### src/rtl/calc_arbiter_pkg.sv
// Shared constants for the round-robin calculator arbiter: opcodes, widths, FSM encoding.
package calc_arbiter_pkg;

    localparam int unsigned DW  = 8;
    localparam int unsigned SW  = 10;
    localparam int unsigned OPW = 2;

    localparam logic [OPW-1:0] OP_ADD   = 2'd0;
    localparam logic [OPW-1:0] OP_SUB_A = 2'd1;
    localparam logic [OPW-1:0] OP_SUB_B = 2'd2;
    localparam logic [OPW-1:0] OP_SUB_C = 2'd3;

    typedef enum logic [1:0] {
        ST_IDLE = 2'd0,
        ST_EXEC = 2'd1,
        ST_RESP = 2'd2
    } state_e;

endpackage

### src/rtl/calc_datapath.sv
// Three-operand 10-bit adder; one operand optionally inverted (8-bit) with carry-in of 1.
module calc_datapath
    import calc_arbiter_pkg::*;
(
    input  logic [DW-1:0]  a,
    input  logic [DW-1:0]  b,
    input  logic [DW-1:0]  c,
    input  logic [OPW-1:0] op,
    output logic [SW-1:0]  sum_c
);

    logic [DW-1:0] a_x;
    logic [DW-1:0] b_x;
    logic [DW-1:0] c_x;
    logic          cin;

    always_comb begin
        a_x   = (op == OP_SUB_A) ? ~a : a;
        b_x   = (op == OP_SUB_B) ? ~b : b;
        c_x   = (op == OP_SUB_C) ? ~c : c;
        cin   = (op != OP_ADD);
        sum_c = SW'(a_x) + SW'(b_x) + SW'(c_x) + SW'(cin);
    end

endmodule

### src/rtl/calc_arbiter.sv
// Round-robin arbiter sharing one calculator between NREQ requesters; IDLE -> EXEC -> RESP.
module calc_arbiter
    import calc_arbiter_pkg::*;
#(
    parameter int unsigned NREQ = 4,
    parameter int unsigned IDW  = 2
) (
    input  logic                clk,
    input  logic                rst,
    input  logic [NREQ-1:0]     req_valid,
    output logic [NREQ-1:0]     req_ready,
    input  logic [NREQ*8-1:0]   req_a,
    input  logic [NREQ*8-1:0]   req_b,
    input  logic [NREQ*8-1:0]   req_c,
    input  logic [NREQ*2-1:0]   req_op,
    output logic                rsp_valid,
    input  logic                rsp_ready,
    output logic [IDW-1:0]      rsp_id,
    output logic [7:0]          rsp_r,
    output logic [1:0]          rsp_carry,
    output logic                busy,
    output logic [15:0]         op_count
);

    state_e         state_q,     state_d;
    logic [IDW-1:0] ptr_q,       ptr_d;
    logic [DW-1:0]  a_q,         a_d;
    logic [DW-1:0]  b_q,         b_d;
    logic [DW-1:0]  c_q,         c_d;
    logic [OPW-1:0] op_q,        op_d;
    logic [IDW-1:0] rsp_id_q,    rsp_id_d;
    logic [7:0]     rsp_r_q,     rsp_r_d;
    logic [1:0]     rsp_carry_q, rsp_carry_d;
    logic           rsp_valid_q, rsp_valid_d;
    logic           busy_q,      busy_d;
    logic [15:0]    op_count_q,  op_count_d;

    logic [IDW-1:0] cand;
    logic [IDW-1:0] win_idx;
    logic           win_found;
    logic           accept;
    logic [SW-1:0]  sum;

    calc_datapath u_datapath (
        .a     (a_q),
        .b     (b_q),
        .c     (c_q),
        .op    (op_q),
        .sum_c (sum)
    );

    // Scan upward from ptr modulo NREQ; first valid requester wins.
    always_comb begin
        cand      = '0;
        win_idx   = '0;
        win_found = 1'b0;
        for (int unsigned k = 0; k < NREQ; k++) begin
            cand = IDW'((32'(ptr_q) + k) % NREQ);
            if (!win_found && req_valid[cand]) begin
                win_idx   = cand;
                win_found = 1'b1;
            end
        end
    end

    assign accept    = (state_q == ST_IDLE) && !rst && win_found;
    assign req_ready = accept ? (NREQ'(1) << win_idx) : '0;

    always_comb begin
        state_d     = state_q;
        ptr_d       = ptr_q;
        a_d         = a_q;
        b_d         = b_q;
        c_d         = c_q;
        op_d        = op_q;
        rsp_id_d    = rsp_id_q;
        rsp_r_d     = rsp_r_q;
        rsp_carry_d = rsp_carry_q;
        rsp_valid_d = rsp_valid_q;
        op_count_d  = op_count_q;

        unique case (state_q)
            ST_IDLE: begin
                if (accept) begin
                    a_d      = req_a[{win_idx, 3'b000} +: 8];
                    b_d      = req_b[{win_idx, 3'b000} +: 8];
                    c_d      = req_c[{win_idx, 3'b000} +: 8];
                    op_d     = req_op[{win_idx, 1'b0} +: 2];
                    rsp_id_d = win_idx;
                    ptr_d    = IDW'((32'(win_idx) + 32'd1) % NREQ);
                    state_d  = ST_EXEC;
                end
            end
            ST_EXEC: begin
                rsp_r_d     = sum[7:0];
                rsp_carry_d = sum[9:8];
                rsp_valid_d = 1'b1;
                state_d     = ST_RESP;
            end
            ST_RESP: begin
                if (rsp_ready) begin
                    rsp_valid_d = 1'b0;
                    op_count_d  = op_count_q + 16'd1;
                    state_d     = ST_IDLE;
                end
            end
            default: begin
                rsp_valid_d = 1'b0;
                state_d     = ST_IDLE;
            end
        endcase

        busy_d = (state_d != ST_IDLE);
    end

    always_ff @(posedge clk) begin
        if (rst) begin
            state_q     <= ST_IDLE;
            ptr_q       <= '0;
            a_q         <= '0;
            b_q         <= '0;
            c_q         <= '0;
            op_q        <= OP_ADD;
            rsp_id_q    <= '0;
            rsp_r_q     <= '0;
            rsp_carry_q <= '0;
            rsp_valid_q <= 1'b0;
            busy_q      <= 1'b0;
            op_count_q  <= '0;
        end else begin
            state_q     <= state_d;
            ptr_q       <= ptr_d;
            a_q         <= a_d;
            b_q         <= b_d;
            c_q         <= c_d;
            op_q        <= op_d;
            rsp_id_q    <= rsp_id_d;
            rsp_r_q     <= rsp_r_d;
            rsp_carry_q <= rsp_carry_d;
            rsp_valid_q <= rsp_valid_d;
            busy_q      <= busy_d;
            op_count_q  <= op_count_d;
        end
    end

    assign rsp_valid = rsp_valid_q;
    assign rsp_id    = rsp_id_q;
    assign rsp_r     = rsp_r_q;
    assign rsp_carry = rsp_carry_q;
    assign busy      = busy_q;
    assign op_count  = op_count_q;

endmodule

### config.mk
export PLATFORM = sky130hd
export DESIGN_NAME = calc_arbiter
export DESIGN_NICKNAME = d
export VERILOG_FILES = /design/src/rtl/calc_arbiter_pkg.sv /design/src/rtl/calc_datapath.sv /design/src/rtl/calc_arbiter.sv
export SDC_FILE = /design/constraint.sdc
export NUM_CORES = 1
export LEC_CHECK = 0
export BUFFER_PORTS_ARGS = -buffer_cell sky130_fd_sc_hd__buf_2
export CAP_MARGIN = 20
export CORE_ASPECT_RATIO = 0.75
export CORE_MARGIN = 2
export CORE_UTILIZATION = 35
export CTS_CLUSTER_DIAMETER = 80
export DETAILED_ROUTE_END_ITERATION = 12
export PLACE_DENSITY = 0.64
export SLEW_MARGIN = 5
export SYNTH_ARGS = -nofsm -noshare
export SYNTH_HDL_FRONTEND = slang
export SYNTH_SLANG_ARGS = --single-unit
### constraint.sdc
create_clock -name clk -period 5.61 [get_ports clk]
set_input_delay 0.8415 -clock clk [delete_from_list [all_inputs] [get_ports clk]]
set_output_delay 0.8415 -clock clk [all_outputs]
set_load 0.1 [all_outputs]
# Yosys cells after proc, flatten, opt, wreduce, memory -nomap -nowiden
# Cells that the tools add are included.
# word_totals
regBits	60
input_bits	111
out_inout_bits	34
wordCells	79
# classes
n_addsub	8
order_cmp	4
n_eq_ne	6
shift	5
mux	25
n_bitwise	4
n_reduce_logical	15
# op_table
cell	n
32-bit by 6-bit indexed part select with 8-bit output	3
8-bit two-way mux	3
8-bit NOT	3
16-bit by 1-bit adder with 16-bit output, second input constant	1
2-bit by 3-bit < comparator with 1-bit output, second input constant	4
2-bit two-way mux	6
10-bit by 1-bit adder with 10-bit output	1
10-bit by 8-bit adder with 10-bit output	1
8-bit by 8-bit adder with 9-bit output	1
1-bit two-way mux	9
1-bit binary-select mux with 2-bit select	4
8-bit by 4-bit indexed part select with 2-bit output	1
2-bit equality test, second input constant	3
2-bit case mux with 3 select lines	1
2-bit AND reduction	3
1-bit logical AND	5
2-bit by 1-bit adder with 2-bit output, second input constant	2
2-bit adder, second input constant	2
2-bit by 1-bit equality test with 1-bit output, second input constant	2
1-bit logical NOT	4
4-bit two-way mux	1
2-bit nonzero test	2
1-bit by 2-bit << shifter with 4-bit output, first input constant	1
1-bit case mux with 3 select lines	1
3 further kinds	3

# Longest topological paths before layout
# Gate-level depths: netlist of the first run.
# depth
ltp_word	16
mapped_depth	16
mapped_depth_nobuf	15

# Modules after synthesis
# Synthesis of the first run repeated with hierarchy kept, for this count alone.
# hier_totals
hier_cells	482
hier_area_um2	4023.9
# modules_own_cells
module	instances	cells_each	area_each_um2	seq_area_each_um2
calc_arbiter	1	386	3219.3	1201.2
calc_datapath	1	96	804.5	0.0

# Least setup slack after synthesis of the first run
# OpenSTA, ideal clock, no wires.
# synth_timing
path_kind	input to output
from	input req_valid[0]
to	output req_ready[3]
arrival_ns	2.540
required_time_ns	4.769
slack_ns	2.228
path_stages	7
path_buffers	1
path_cell_list	nor2b_1 -> o21bai_2 -> nand2_2 -> inv_4 -> buf_4 -> ha_1 -> and2_1
# synth_via
elab_chain_len	14
elab_cells_between_ends	25
classes_between	1 x shift; 17 x mux; 7 x reduce/logical
# synth_lines
element	line	source
start: declaration	calc_arbiter.sv:10	input logic [NREQ-1:0] req_valid,
1-bit binary-select mux with 2-bit select	calc_arbiter.sv:59	if (!win_found && req_valid[cand]) begin
1-bit two-way mux (implied by the code)	calc_arbiter.sv:59	
1-bit two-way mux	calc_arbiter.sv:59	
1-bit logical NOT	calc_arbiter.sv:59	
1-bit logical AND	calc_arbiter.sv:59	
1-bit two-way mux	calc_arbiter.sv:59	
1-bit logical NOT	calc_arbiter.sv:59	
1-bit logical AND	calc_arbiter.sv:59	
1-bit two-way mux	calc_arbiter.sv:59	
1-bit logical NOT	calc_arbiter.sv:59	
1-bit logical AND	calc_arbiter.sv:59	
2-bit two-way mux *	calc_arbiter.sv:59	
named net win_idx[1]	calc_arbiter.sv:39	logic [IDW-1:0] win_idx;
1-bit by 2-bit << shifter with 4-bit output *	calc_arbiter.sv:67	assign req_ready = accept ? (NREQ'(1) << win_idx) : '0;
4-bit two-way mux *	calc_arbiter.sv:67	
end: declaration	calc_arbiter.sv:11	output logic [NREQ-1:0] req_ready,
# Mark *: on every way through the listed nets, which the timed path passes. The rest lies on a longest branch. The select of a mux whose other input is x is not followed.

# Worst setup path in the final report of the first run
# layout_timing
from	input req_valid[2]
to	output req_ready[2]
# layout_via
elab_chain_len	14
elab_cells_between_ends	25
classes_between	1 x shift; 17 x mux; 7 x reduce/logical
# layout_lines
element	line
1-bit binary-select mux with 2-bit select	calc_arbiter.sv:59
1-bit two-way mux (implied by the code)	calc_arbiter.sv:59
1-bit two-way mux	calc_arbiter.sv:59
1-bit logical NOT	calc_arbiter.sv:59
1-bit logical AND	calc_arbiter.sv:59
1-bit two-way mux	calc_arbiter.sv:59
1-bit logical NOT	calc_arbiter.sv:59
1-bit logical AND	calc_arbiter.sv:59
1-bit two-way mux	calc_arbiter.sv:59
1-bit logical NOT	calc_arbiter.sv:59
1-bit logical AND	calc_arbiter.sv:59
2-bit two-way mux / 1-bit two-way mux (equally long branches)	calc_arbiter.sv:59
1-bit by 2-bit << shifter with 4-bit output / 1-bit logical AND (equally long branches)	calc_arbiter.sv:67, calc_arbiter.sv:66
4-bit two-way mux *	calc_arbiter.sv:67
# Every way passes the cells marked *; elsewhere a longest branch is shown, timed or not. The select of a mux whose other input is x is not followed.

==> results.yml, run 1 <==
finish:
  num-fill-cells: 1155
  area_growth_pct: 26.5
  finalNetCount: 751
  final_layout_size_suffix_gt1_share_pct: 28.3
die:
  floorplan.initialDensity_pct: 35.7
  coreArea_um2: 11500
  die_w_um: 129
  fp-row-count: 34
  die_height_um: 97.7
  ios: 145
  floorplan.die_area_um2: 12600
yosys:
  synthDominantAreaCellType: "sky130_fd_sc_hd__dfxtp_1"
  synth_cells: 486
  synth_enable_flop_cells: 0
  synth.net_count: 620
  dominant_cell_by_count_in_the_synthesized_netlist: "sky130_fd_sc_hd__dfxtp_1"
  synth_top_flop_cell: "sky130_fd_sc_hd__dfxtp_1"
  yosys.area.top_type_share_pct: 29.3
  synthesis.area_per_instance_um2: 8.43
  netlist_top_cells_count: "sky130_fd_sc_hd__dfxtp_1 (60), sky130_fd_sc_hd__nand2_1 (48), sky130_fd_sc_hd__xnor2_1 (34), sky130_fd_sc_hd__nor2_1 (31)"
  synth_seq_cells: 60
  yosysWarnings: 0
  synth.lib_cells_used.distinct: 56
  yosysSeqAreaShare_pct: 29.3
  post_synth_instance_area_um2: 4100
  netlist_top_cells_area: "sky130_fd_sc_hd__dfxtp_1 (29%), sky130_fd_sc_hd__xnor2_1 (7.3%), sky130_fd_sc_hd__mux2i_1 (6.8%), sky130_fd_sc_hd__ha_1 (6.1%), sky130_fd_sc_hd__o211ai_1 (5.1%)"
  ffs_w_async_s_r_synth_pct: 0
route:
  iteration_count_of_the_initial_detailed_routing_pass: 4
  final_antenna_net_count: 0
  route.vias.total: 3918
  route.final.wire_length_mm: 10.7
  routed_via_density: 5.11
  drcViolationCount: 0
  wl_per_cell_um: 13.9
  detailed_route_iter0_violations: 153
timing:
  max_slew_violations: 0
  finalCriticalPeriod_ns: 3.94
  rsz0062_at_grt: "no"
  slew_headroom_pct: 33.7
  hold_viol_final: 0
  setup_violation_total_in_the_final_timing_report: 0
  clock_skew_ns: 0.00772
  fmax_mhz: 254
  finalSetupTns_ns: 0
  final.hold.worst_slack_ns: 0.449
  timing.final.crit_share_pct: 70.3
  max_slew.worst_pin.slew_ns: 0.993
worst_setup_path:
  critPathSlowestCell: "sky130_fd_sc_hd__a221o_2"
  timing.setup.critical_path_class: "input port to primary output"
  timing.reg2reg.setup_slack_ns: 1.99
  cp_data_arrival_time_ns: 3.10
  worstPathBufferInverterCount: 3
  cpLargestDelayFamily: "buffers and inverters"
  timing.critical_path.fanout_max: 53
  critical-path-top-cell-by-count: "sky130_fd_sc_hd__buf_2"
  startpoint_class_of_the_critical_path: "input port"
  worstSetupEndpointType: "primary output"
  worstPathCellList: "buf_2, nor2b_1, a221o_2, nand2_2, inv_4, ha_1, and2_1, buf_2"
  cpPeakStageDelay_ns: 0.63
  worst-endpoint-required_ns: 4.77
cts:
  cts_inserted_buffers: 9
  cts-htree-levels: 3
  clkSlewWorstSetupHoldPaths_ns: 0.05
  cts_num_sinks: 60
  post_cts_hold_buffer_count: 0
  ctsRootBufferMaster: "sky130_fd_sc_hd__clkbuf_16"
  cts_setup_buffers: 0
  clockBufferDepth: 2
  clk_latency_ns: 0.33
  ctsResizeCount: 0
  tritoncts_clock_tree: "built"
placement:
  place_hpwl_mm: 8.39
  buffer_ports.inserted: 144
  globalplace.congestion: 0.860
job:
  drv.max_cap_violation_count: 0
power_and_ir_drop:
  comb_power_share_pct: 50.2
  switching_share_pct: 43.4
  ir_worst_vdd_mv: 0.179
  seq_power_share_pct: 25.7
  pwr_density_cell_nw_per_um2: 407
  internal_power_mw: 1.19
  net_switching_power_figure_mw: 0.914
  static-leakage-power_nw: 2.35
  clock_power_share_pct: 24.1
global_route:
  grt_start_max_net_pins: 54
  global_route.overflow_total: 0
  first_global_vias: 3950
  grt_first_pass_wirelength_mm: 18.0
  grt_antenna_before_repair: 0
  globalRouteTotalUtil_pct: 17.4
min_path:
  class_of_the_worst_hold_path: "register to register"
status:
  outcome: "finished, final reports clean"
## cells in the final DEF, fill, tap and decap left out, types with 2 or more instances in the layout
master and n:
sky130_fd_sc_hd__a21oi_1 18, sky130_fd_sc_hd__clkinvlp_4 4, sky130_fd_sc_hd__a21boi_0 26, sky130_fd_sc_hd__clkinv_2 2
sky130_fd_sc_hd__nand3b_1 3, sky130_fd_sc_hd__a211oi_1 8, sky130_fd_sc_hd__buf_4 2, sky130_fd_sc_hd__nor2_1 31
sky130_fd_sc_hd__nor2b_1 7, sky130_fd_sc_hd__nand2_1 48, sky130_fd_sc_hd__clkbuf_16 9, sky130_fd_sc_hd__xor2_1 8
sky130_fd_sc_hd__o21ai_0 11, sky130_fd_sc_hd__nor3_1 6, sky130_fd_sc_hd__and2_1 4, sky130_fd_sc_hd__o21bai_1 2
sky130_fd_sc_hd__ha_1 20, sky130_fd_sc_hd__buf_2 144, sky130_fd_sc_hd__nand2b_1 6, sky130_fd_sc_hd__inv_1 8
sky130_fd_sc_hd__and4_1 2, sky130_fd_sc_hd__a21o_1 5, sky130_fd_sc_hd__o211ai_1 28, sky130_fd_sc_hd__nor3_2 2
sky130_fd_sc_hd__or3_1 6, sky130_fd_sc_hd__dfxtp_1 60, sky130_fd_sc_hd__xnor2_1 34, sky130_fd_sc_hd__o21a_1 2
sky130_fd_sc_hd__o21ai_1 25, sky130_fd_sc_hd__fa_1 3, sky130_fd_sc_hd__and3_1 28, sky130_fd_sc_hd__nand3_1 5
sky130_fd_sc_hd__mux2i_1 28
## routing by layer
layer	up-vias	part of all wire, %	global-route usage, %
met2	92	44	28.0
met4	0	1.4	5.27
met3	12	4.3	3.91
li1	2015	-	-
met5	-	0	0
met1	1799	50	23.2
## stage by stage
step	util [%]	instance area [µm²]	instances	total power, mW	setup slack [ns]
CTS	45.0	5170	765	2.12	1.66
floorplan	-	4100	486	1.39	2.23
global route	45.1	5180	766	2.26	1.45
detailed placement	42.6	4890	749	1.60	1.66
finish	45.1	5180	767	2.11	1.67
global placement	42.6	4890	749	1.58	1.76
## worst min-delay path, delay by kind of cell (launching register included)
| family | cells | cell delay, ns |
|---|---|---|
| AOI/OAI and AO/OA | 1 | 0.05 |
| and+or+nand+nor | 1 | 0.05 |
| DFF | 1 | 0.30 |
## area by class of cell
type | instances | area [µm²] | area share [%]
repair buffers | 147 | 747 | 14.4
diodes | 1 | 2.50 | 0.0483
clock buffers | 10 | 239 | 4.61
well taps | 144 | 180 | 3.48
clock inverters | 6 | 40.0 | 0.772
flip-flops and latches | 60 | 1200 | 23.2
multi-input cells | 390 | 2740 | 52.8
inverters | 9 | 36.3 | 0.700
## registers in the layout, indices dropped and copies added, names as in the netlist, 2 cells and up
signal,count
rsp_id,2
rsp_r,8
state_q,2
a_q,8
rsp_carry,2
b_q,8
op_count,16
c_q,8
ptr_q,2
op_q,2
## cell families after synthesis
| kind of cell | count (synthesis) | share of synthesized area, % |
|---|---|---|
| simple gates | 160 | 21.1 |
| flops | 60 | 29.3 |
| mux | 29 | 7.11 |
| compound gates | 136 | 22.0 |
| fa+ha+maj | 23 | 7.57 |
| xor+xnor | 42 | 8.98 |
| buf+inv | 36 | 3.88 |
## power by group through the flow
stage	clock network, mW	logic, mW	registers, mW
2_1_floorplan	0	0.676	0.716
3_3_place_gp	0	1.03	0.547
3_5_place_dp	0	1.05	0.550
4_1_cts	0.520	1.06	0.542
5_1_grt	0.540	1.17	0.550
6_report	0.509	1.06	0.541
## path summary, 6_finish.rpt
path,start,end,cells after the start
setup / recovery,req_valid[2],req_ready[2],8
hold / removal,rsp_r[0]$_SDFFE_PP0P_,rsp_r[0]$_SDFFE_PP0P_,2
setup reg to reg,op_q[0]$_SDFFE_PP0P_,rsp_carry[0]$_SDFFE_PP0P_,15
hold reg to reg,rsp_r[0]$_SDFFE_PP0P_,rsp_r[0]$_SDFFE_PP0P_,2
(Power assumes the default switching activity.)
==> run 2, diff against run 1 <==
ABC_AREA = 1   (was unset)
PLACE_DENSITY = 0.65   (was 0.64)
clock period = 3.45 ns   (was 5.61 ns; I/O delays follow)
==> run 2 against run 1 <==
Net effect: global-route usage about the same; largest power group unchanged; non-clock buffer count up 6; die area up 13%; routed wire length up 11%; clock skew down 0.0028 ns; via count up 25%; clock power up 72%.
==> results.yml, run 2 <==
power_and_ir_drop:
  ir_worst_vdd_mv: 1.11
  pwr_density_cell_nw_per_um2: 1120
  internal_power_mw: 3.00
  switching_share_pct: 54.2
  comb_power_share_pct: 71.0
  net_switching_power_figure_mw: 3.55
  clock_power_share_pct: 13.3
  seq_power_share_pct: 15.7
  static-leakage-power_nw: 3.38
global_route:
  grt_start_max_net_pins: 74
  globalRouteTotalUtil_pct: 17.4
  grt_first_pass_wirelength_mm: 20.4
  global_route.overflow_total: 0
  grt_antenna_before_repair: 0
  first_global_vias: 4561
finish:
  layout.core_utilization_pct: 45.1
  num-fill-cells: 1390
  largest_reg_flops: 16
  final_cell_mix: "sky130_fd_sc_hd__nand2_1 (245), sky130_fd_sc_hd__buf_2 (140), sky130_fd_sc_hd__inv_1 (128), sky130_fd_sc_hd__nor2_1 (93), sky130_fd_sc_hd__nand3_1 (70)"
  final_common_cell: "sky130_fd_sc_hd__nand2_1"
  finalNetCount: 1048
  area_growth_pct: 26.3
  final_area_um2: 5850
  final_layout_size_suffix_gt1_share_pct: 20.7
  insertedDiodeCount: 0
cts:
  cts_inserted_buffers: 9
  tritoncts_clock_tree: "built"
  ctsRootBufferMaster: "sky130_fd_sc_hd__clkbuf_16"
  post_cts_hold_buffer_count: 0
  cts_num_sinks: 60
  clkSlewWorstSetupHoldPaths_ns: 0.05
  cts-htree-levels: 3
  clk_latency_ns: 0.33
  clockBufferDepth: 2
route:
  detailed_route_iter0_violations: 194
  final_antenna_net_count: 0
  iteration_count_of_the_initial_detailed_routing_pass: 4
  wl_per_cell_um: 10.9
  drcViolationCount: 0
  route.final.wire_length_mm: 11.8
  route.vias.total: 4892
  routed_via_density: 4.49
timing:
  max_slew_violations: 0
  timing.final.crit_share_pct: 94.7
  max_slew.worst_pin.slew_ns: 0.671
  fmax_mhz: 306
  finalSetupTns_ns: 0
  finalCriticalPeriod_ns: 3.27
  setup_violation_total_in_the_final_timing_report: 0
  final.hold.worst_slack_ns: 0.465
  slew_headroom_pct: 55.0
  hold_viol_final: 0
  final.setup.worst_slack_ns: 0.185
  clock_skew_ns: 0.00494
  rsz0062_at_grt: "no"
status:
  outcome: "finished, final reports clean"
worst_setup_path:
  timing.critical_path.fanout_max: 5
  worstSetupEndpointType: "register"
  cpPeakStageDelay_ns: 0.34
  critPathSlowestCell: "sky130_fd_sc_hd__dfxtp_2"
  startpoint_class_of_the_critical_path: "register"
  timing.setup.critical_path_class: "register to register"
  cpLargestDelayFamily: "simple AND/OR/NAND/NOR gates"
  cp_data_arrival_time_ns: 3.54
  worstPathBufferInverterCount: 4
  worst-endpoint-required_ns: 3.72
  critical-path-top-cell-by-count: "sky130_fd_sc_hd__nand2_1"
  worstPathCellList: "inv_1, nand2_2, buf_4, xnor2_1, ha_1, a21oi_1, nand2_1, a21oi_1, o21ai_0, nand2_1, nand2_1, a21oi_1, xnor2_1, ha_1, nand2_1, inv_1, nand4_1, o211a_1, or2_2, nand3_1, nand2_1, inv_1"
yosys:
  synth_cells: 779
  synth_enable_flop_cells: 0
  synth_compound_gate_area_share_pct: 6.78
  post_synth_instance_area_um2: 4630
  netlist_top_cells_count: "sky130_fd_sc_hd__nand2_1 (247), sky130_fd_sc_hd__inv_1 (128), sky130_fd_sc_hd__nor2_1 (93), sky130_fd_sc_hd__nand3_1 (70), sky130_fd_sc_hd__dfxtp_1 (60)"
  synth_xor_area_share_pct: 7.37
  share_of_cell_area_taken_by_muxes_after_synthesis_pct: 0
  netlist_top_cells_area: "sky130_fd_sc_hd__dfxtp_1 (26%), sky130_fd_sc_hd__nand2_1 (20%), sky130_fd_sc_hd__inv_1 (10%), sky130_fd_sc_hd__nand3_1 (7.6%), sky130_fd_sc_hd__nor2_1 (7.5%)"
  synthDominantAreaCellType: "sky130_fd_sc_hd__dfxtp_1"
  synth_seq_cells: 60
  yosysWarnings: 0
  dominant_cell_by_count_in_the_synthesized_netlist: "sky130_fd_sc_hd__nand2_1"
  synth_top_family_by_area: "simple AND/OR/NAND/NOR gates"
  synth.lib_cells_used.distinct: 33
  ffs_w_async_s_r_synth_pct: 0
  yosysSeqAreaShare_pct: 25.9
  synth_top_flop_cell: "sky130_fd_sc_hd__dfxtp_1"
  synth.net_count: 913
  synthesis.area_per_instance_um2: 5.95
  yosys.area.top_type_share_pct: 25.9
  synthAdderAreaFrac_pct: 6.70
  synth_simple_gate_area_share_pct: 38.9
die:
  floorplan.initialDensity_pct: 35.7
  fp-row-count: 36
  ios: 145
  die_height_um: 104
  floorplan.die_area_um2: 14200
  coreArea_um2: 13000
  die_w_um: 137
job:
  drv.max_cap_violation_count: 0
placement:
  globalplace.congestion: 0.939
  place_hpwl_mm: 9.12
  post_place_cell_area_um2: 5520
  buffer_ports.inserted: 144
  place_worst_setup_slack_ns: 0.0804
min_path:
  class_of_the_worst_hold_path: "register to register"
run 2: metrics by stage:
stage / instances / power (mW)
floorplan: 779 / 4.81
global placement: 1073 / 5.60
detailed placement: 1073 / 5.65
CTS: 1089 / 6.55
global route: 1090 / 7.27
finish: 1090 / 6.55
run 2: kinds of logic (layout without fill, tap and decap cells):
group / after synthesis / after routing
xor+xnor: 39 / 39
simple gates: 435 / 435
compound gates: 60 / 60
buf+inv: 162 / 302
flops: 60 / 60
fa+ha+maj: 23 / 23
run 2: path summary, 6_finish.rpt:
path                                             endpoint  slack, ns  depth (start not counted)                    from
worst max-delay path            rsp_carry[0]$_SDFFE_PP0P_       0.18                         22    op_q[1]$_SDFFE_PP0P_
worst max register to register  rsp_carry[0]$_SDFFE_PP0P_       0.18                         22    op_q[1]$_SDFFE_PP0P_
worst min-delay path               rsp_id[0]$_SDFFE_PP0P_       0.46                          2  rsp_id[0]$_SDFFE_PP0P_
worst min register to register     rsp_id[0]$_SDFFE_PP0P_       0.46                          2  rsp_id[0]$_SDFFE_PP0P_
run 2: worst register-to-register path, cell delays in order, from the launching register on:
cell	delay [ns]
sky130_fd_sc_hd__dfxtp_2	0.34
sky130_fd_sc_hd__inv_1	0.08
sky130_fd_sc_hd__nand2_2	0.11
sky130_fd_sc_hd__buf_4	0.18
sky130_fd_sc_hd__xnor2_1	0.12
sky130_fd_sc_hd__ha_1	0.33
sky130_fd_sc_hd__a21oi_1	0.16
sky130_fd_sc_hd__nand2_1	0.10
sky130_fd_sc_hd__a21oi_1	0.14
sky130_fd_sc_hd__o21ai_0	0.13
sky130_fd_sc_hd__nand2_1	0.08
sky130_fd_sc_hd__nand2_1	0.05
sky130_fd_sc_hd__a21oi_1	0.18
sky130_fd_sc_hd__xnor2_1	0.09
sky130_fd_sc_hd__ha_1	0.29
sky130_fd_sc_hd__nand2_1	0.07
sky130_fd_sc_hd__inv_1	0.06
sky130_fd_sc_hd__nand4_1	0.11
sky130_fd_sc_hd__o211a_1	0.15
sky130_fd_sc_hd__or2_2	0.29
sky130_fd_sc_hd__nand3_1	0.07
sky130_fd_sc_hd__nand2_1	0.05
sky130_fd_sc_hd__inv_1	0.04
run 2: final cells by class:
class,instances,area (µm²),area share [%]
Timing Repair Buffer,153,848,14.5
Clock buffer,10,229,3.91
Tap cell,171,214,3.66
Multi-Input combinational cell,557,2790,47.7
Clock inverter,6,65.1,1.11
Sequential cell,60,1200,20.6
Inverter,133,499,8.53
run 2: power groups by stage:
stage	sequential (mW)	combinational, mW	clock, mW
2_1_floorplan	1.44	3.37	0
6_report	1.03	4.65	0.874
4_1_cts	1.02	4.64	0.897
3_3_place_gp	1.03	4.57	0
3_5_place_dp	1.04	4.61	0
5_1_grt	1.05	5.30	0.925
run 2: timing repair:
action                                  CTS  global route
buffers inserted                          0             1
resized for setup                         0             9
endpoints found under the setup margin    0             4
run 2: metal layers:
metal / GRT usage (%) / vias to the layer above / share of wire [%]
li1: - / 2651 / -
met1: 23.8 / 2139 / 51
met2: 27.7 / 94 / 44
met3: 3.92 / 8 / 4.2
met4: 3.90 / 0 / 0.76
met5: 0 / - / 0
==> run 3, diff against run 2 <==
PLACE_DENSITY = 0.73   (was 0.65)
==> run 3 against run 2 <==
Net effect: non-clock buffer count is 2 lower; register-to-register slack better by 0.13 ns; core utilization is 0.36 points lower; total power is 2.6% lower; routed wire length is 2.1% lower; via count is 0.20% lower; global-route usage is 0.44 points lower.
==> results.yml, run 3 (same netlist as run 2, synthesis figures left out) <==
route:
  detailed_route_iter0_violations: 257
  iteration_count_of_the_initial_detailed_routing_pass: 4
  met1_length_mm: 5.76
  final_antenna_net_count: 0
  routed_via_density: 4.50
  highest-signal-layer: "met4"
  met2RoutedLength_mm: 5.04
  wl_met3_um: 662
  drcViolationCount: 0
  route.vias.total: 4882
  wl_per_cell_um: 10.7
  route.final.wire_length_mm: 11.6
cts:
  clockBufferDepth: 2
  cts_inserted_buffers: 9
  clk_latency_ns: 0.33
  ctsRootBufferMaster: "sky130_fd_sc_hd__clkbuf_16"
  clkSlewWorstSetupHoldPaths_ns: 0.05
  cts_setup_buffers: 0
  cts_num_sinks: 60
  cts-htree-levels: 3
  tritoncts_clock_tree: "built"
finish:
  num-fill-cells: 1397
  finalNetCount: 1046
  largest_reg_flops: 16
  final_cell_mix: "sky130_fd_sc_hd__nand2_1 (245), sky130_fd_sc_hd__buf_2 (140), sky130_fd_sc_hd__inv_1 (128), sky130_fd_sc_hd__nor2_1 (93), sky130_fd_sc_hd__nand3_1 (70)"
  insertedDiodeCount: 0
  area_growth_pct: 25.3
  final_layout_size_suffix_gt1_share_pct: 20.3
  final_common_cell: "sky130_fd_sc_hd__nand2_1"
global_route:
  globalRouteTotalUtil_pct: 16.9
  first_global_vias: 4467
  grt_first_pass_wirelength_mm: 19.7
  grt_start_max_net_pins: 76
  grt_antenna_before_repair: 0
  global_route.overflow_total: 0
timing:
  rsz0062_at_grt: "no"
  clock_skew_ns: 0.00739
  final.setup.worst_slack_ns: 0.310
  max_slew_violations: 0
  fmax_mhz: 318
  hold_viol_final: 0
  timing.final.crit_share_pct: 91.0
  max_slew.worst_pin.slew_ns: 0.918
  setup_violation_total_in_the_final_timing_report: 0
  finalCriticalPeriod_ns: 3.14
  final.hold.worst_slack_ns: 0.459
  finalSetupTns_ns: 0
  slew_headroom_pct: 38.5
power_and_ir_drop:
  pwr_density_cell_nw_per_um2: 1100
  ir_worst_vdd_mv: 0.940
  static-leakage-power_nw: 3.36
  post-layout-total-power_mw: 6.38
min_path:
  class_of_the_worst_hold_path: "register to register"
  worst_hold_path.num_cells: 2
placement:
  place_hpwl_mm: 8.96
  globalplace.congestion: 0.917
  place_worst_setup_slack_ns: 0.160
  buffer_ports.inserted: 144
worst_setup_path:
  reg2regPathDepth: 21
  timing.setup.critical_path_class: "register to register"
  worst-endpoint-required_ns: 3.73
  cp_data_arrival_time_ns: 3.42
  worstSetupEndpointType: "register"
  startpoint_class_of_the_critical_path: "register"
  timing.critical_path.fanout_max: 5
die:
  floorplan.die_area_um2: 14200
  coreArea_um2: 13000
  floorplan.initialDensity_pct: 35.7
  die_height_um: 104
  die_w_um: 137
  fp-row-count: 36
  ios: 145
job:
  drv.max_cap_violation_count: 0
status:
  outcome: "finished, final reports clean"
[run 3: area by class of cell]
| class | count | area, µm² | share of cell area, % |
|---|---|---|---|
| inverters | 133 | 499 | 8.60 |
| repair buffers | 151 | 833 | 14.4 |
| multi-input cells | 557 | 2800 | 48.2 |
| well taps | 171 | 214 | 3.69 |
| flip-flops and latches | 60 | 1200 | 20.7 |
| clock buffers | 11 | 243 | 4.18 |
| clock inverters | 3 | 15.0 | 0.259 |
[run 3: power breakdown]
part / leakage, nW / total, mW / switching, mW / internal (mW)
registers: 0.493 / 1.03 / 0.146 / 0.884
logic: 2.74 / 4.56 / 3.04 / 1.52
clock network: 0.131 / 0.788 / 0.296 / 0.492
[run 3: metal layers]
metal	up-vias	track usage, %
li1	2630	-
met1	2116	22.6
met2	123	27.2
met3	13	4.45
met4	0	4.12
met5	-	0
[run 3: critical path: stages (launching register included)]
cell	delay (ns)
sky130_fd_sc_hd__dfxtp_2	0.36
sky130_fd_sc_hd__inv_1	0.07
sky130_fd_sc_hd__nand2_2	0.14
sky130_fd_sc_hd__xnor2_1	0.14
sky130_fd_sc_hd__ha_1	0.18
sky130_fd_sc_hd__inv_1	0.06
sky130_fd_sc_hd__fa_1	0.42
sky130_fd_sc_hd__o21ai_2	0.21
sky130_fd_sc_hd__nand2_1	0.07
sky130_fd_sc_hd__nand2_1	0.05
sky130_fd_sc_hd__nand2_1	0.04
sky130_fd_sc_hd__nand2_1	0.08
sky130_fd_sc_hd__xor2_1	0.07
sky130_fd_sc_hd__ha_1	0.36
sky130_fd_sc_hd__nand2_1	0.09
sky130_fd_sc_hd__inv_1	0.05
sky130_fd_sc_hd__nand4_1	0.09
sky130_fd_sc_hd__o211a_1	0.13
sky130_fd_sc_hd__or2_2	0.29
sky130_fd_sc_hd__nand3_1	0.07
sky130_fd_sc_hd__nand2_1	0.06
sky130_fd_sc_hd__inv_1	0.04
[run 3: timing repair]
item	in CTS	in global routing
hold buffers	0	0
gates resized for setup	0	10
endpoints found under the setup margin	0	4
[run 3: final timing paths]
path                                        startpoint                   endpoint  slack (ns)
worst max-delay path              op_q[1]$_SDFFE_PP0P_  rsp_carry[0]$_SDFFE_PP0P_        0.31
worst min register to register  rsp_id[0]$_SDFFE_PP0P_     rsp_id[0]$_SDFFE_PP0P_        0.46
worst max register to register    op_q[1]$_SDFFE_PP0P_  rsp_carry[0]$_SDFFE_PP0P_        0.31
worst min-delay path            rsp_id[0]$_SDFFE_PP0P_     rsp_id[0]$_SDFFE_PP0P_        0.46
[run 3: through the flow]
stage / util, % / std cells / instance area, µm²
6_report: 44.7 / 1086 / 5800
2_1_floorplan: - / 779 / 4630
4_1_cts: 44.5 / 1086 / 5770
3_5_place_dp: 42.5 / 1072 / 5520
3_3_place_gp: 42.5 / 1072 / 5520
5_1_grt: 44.7 / 1086 / 5800
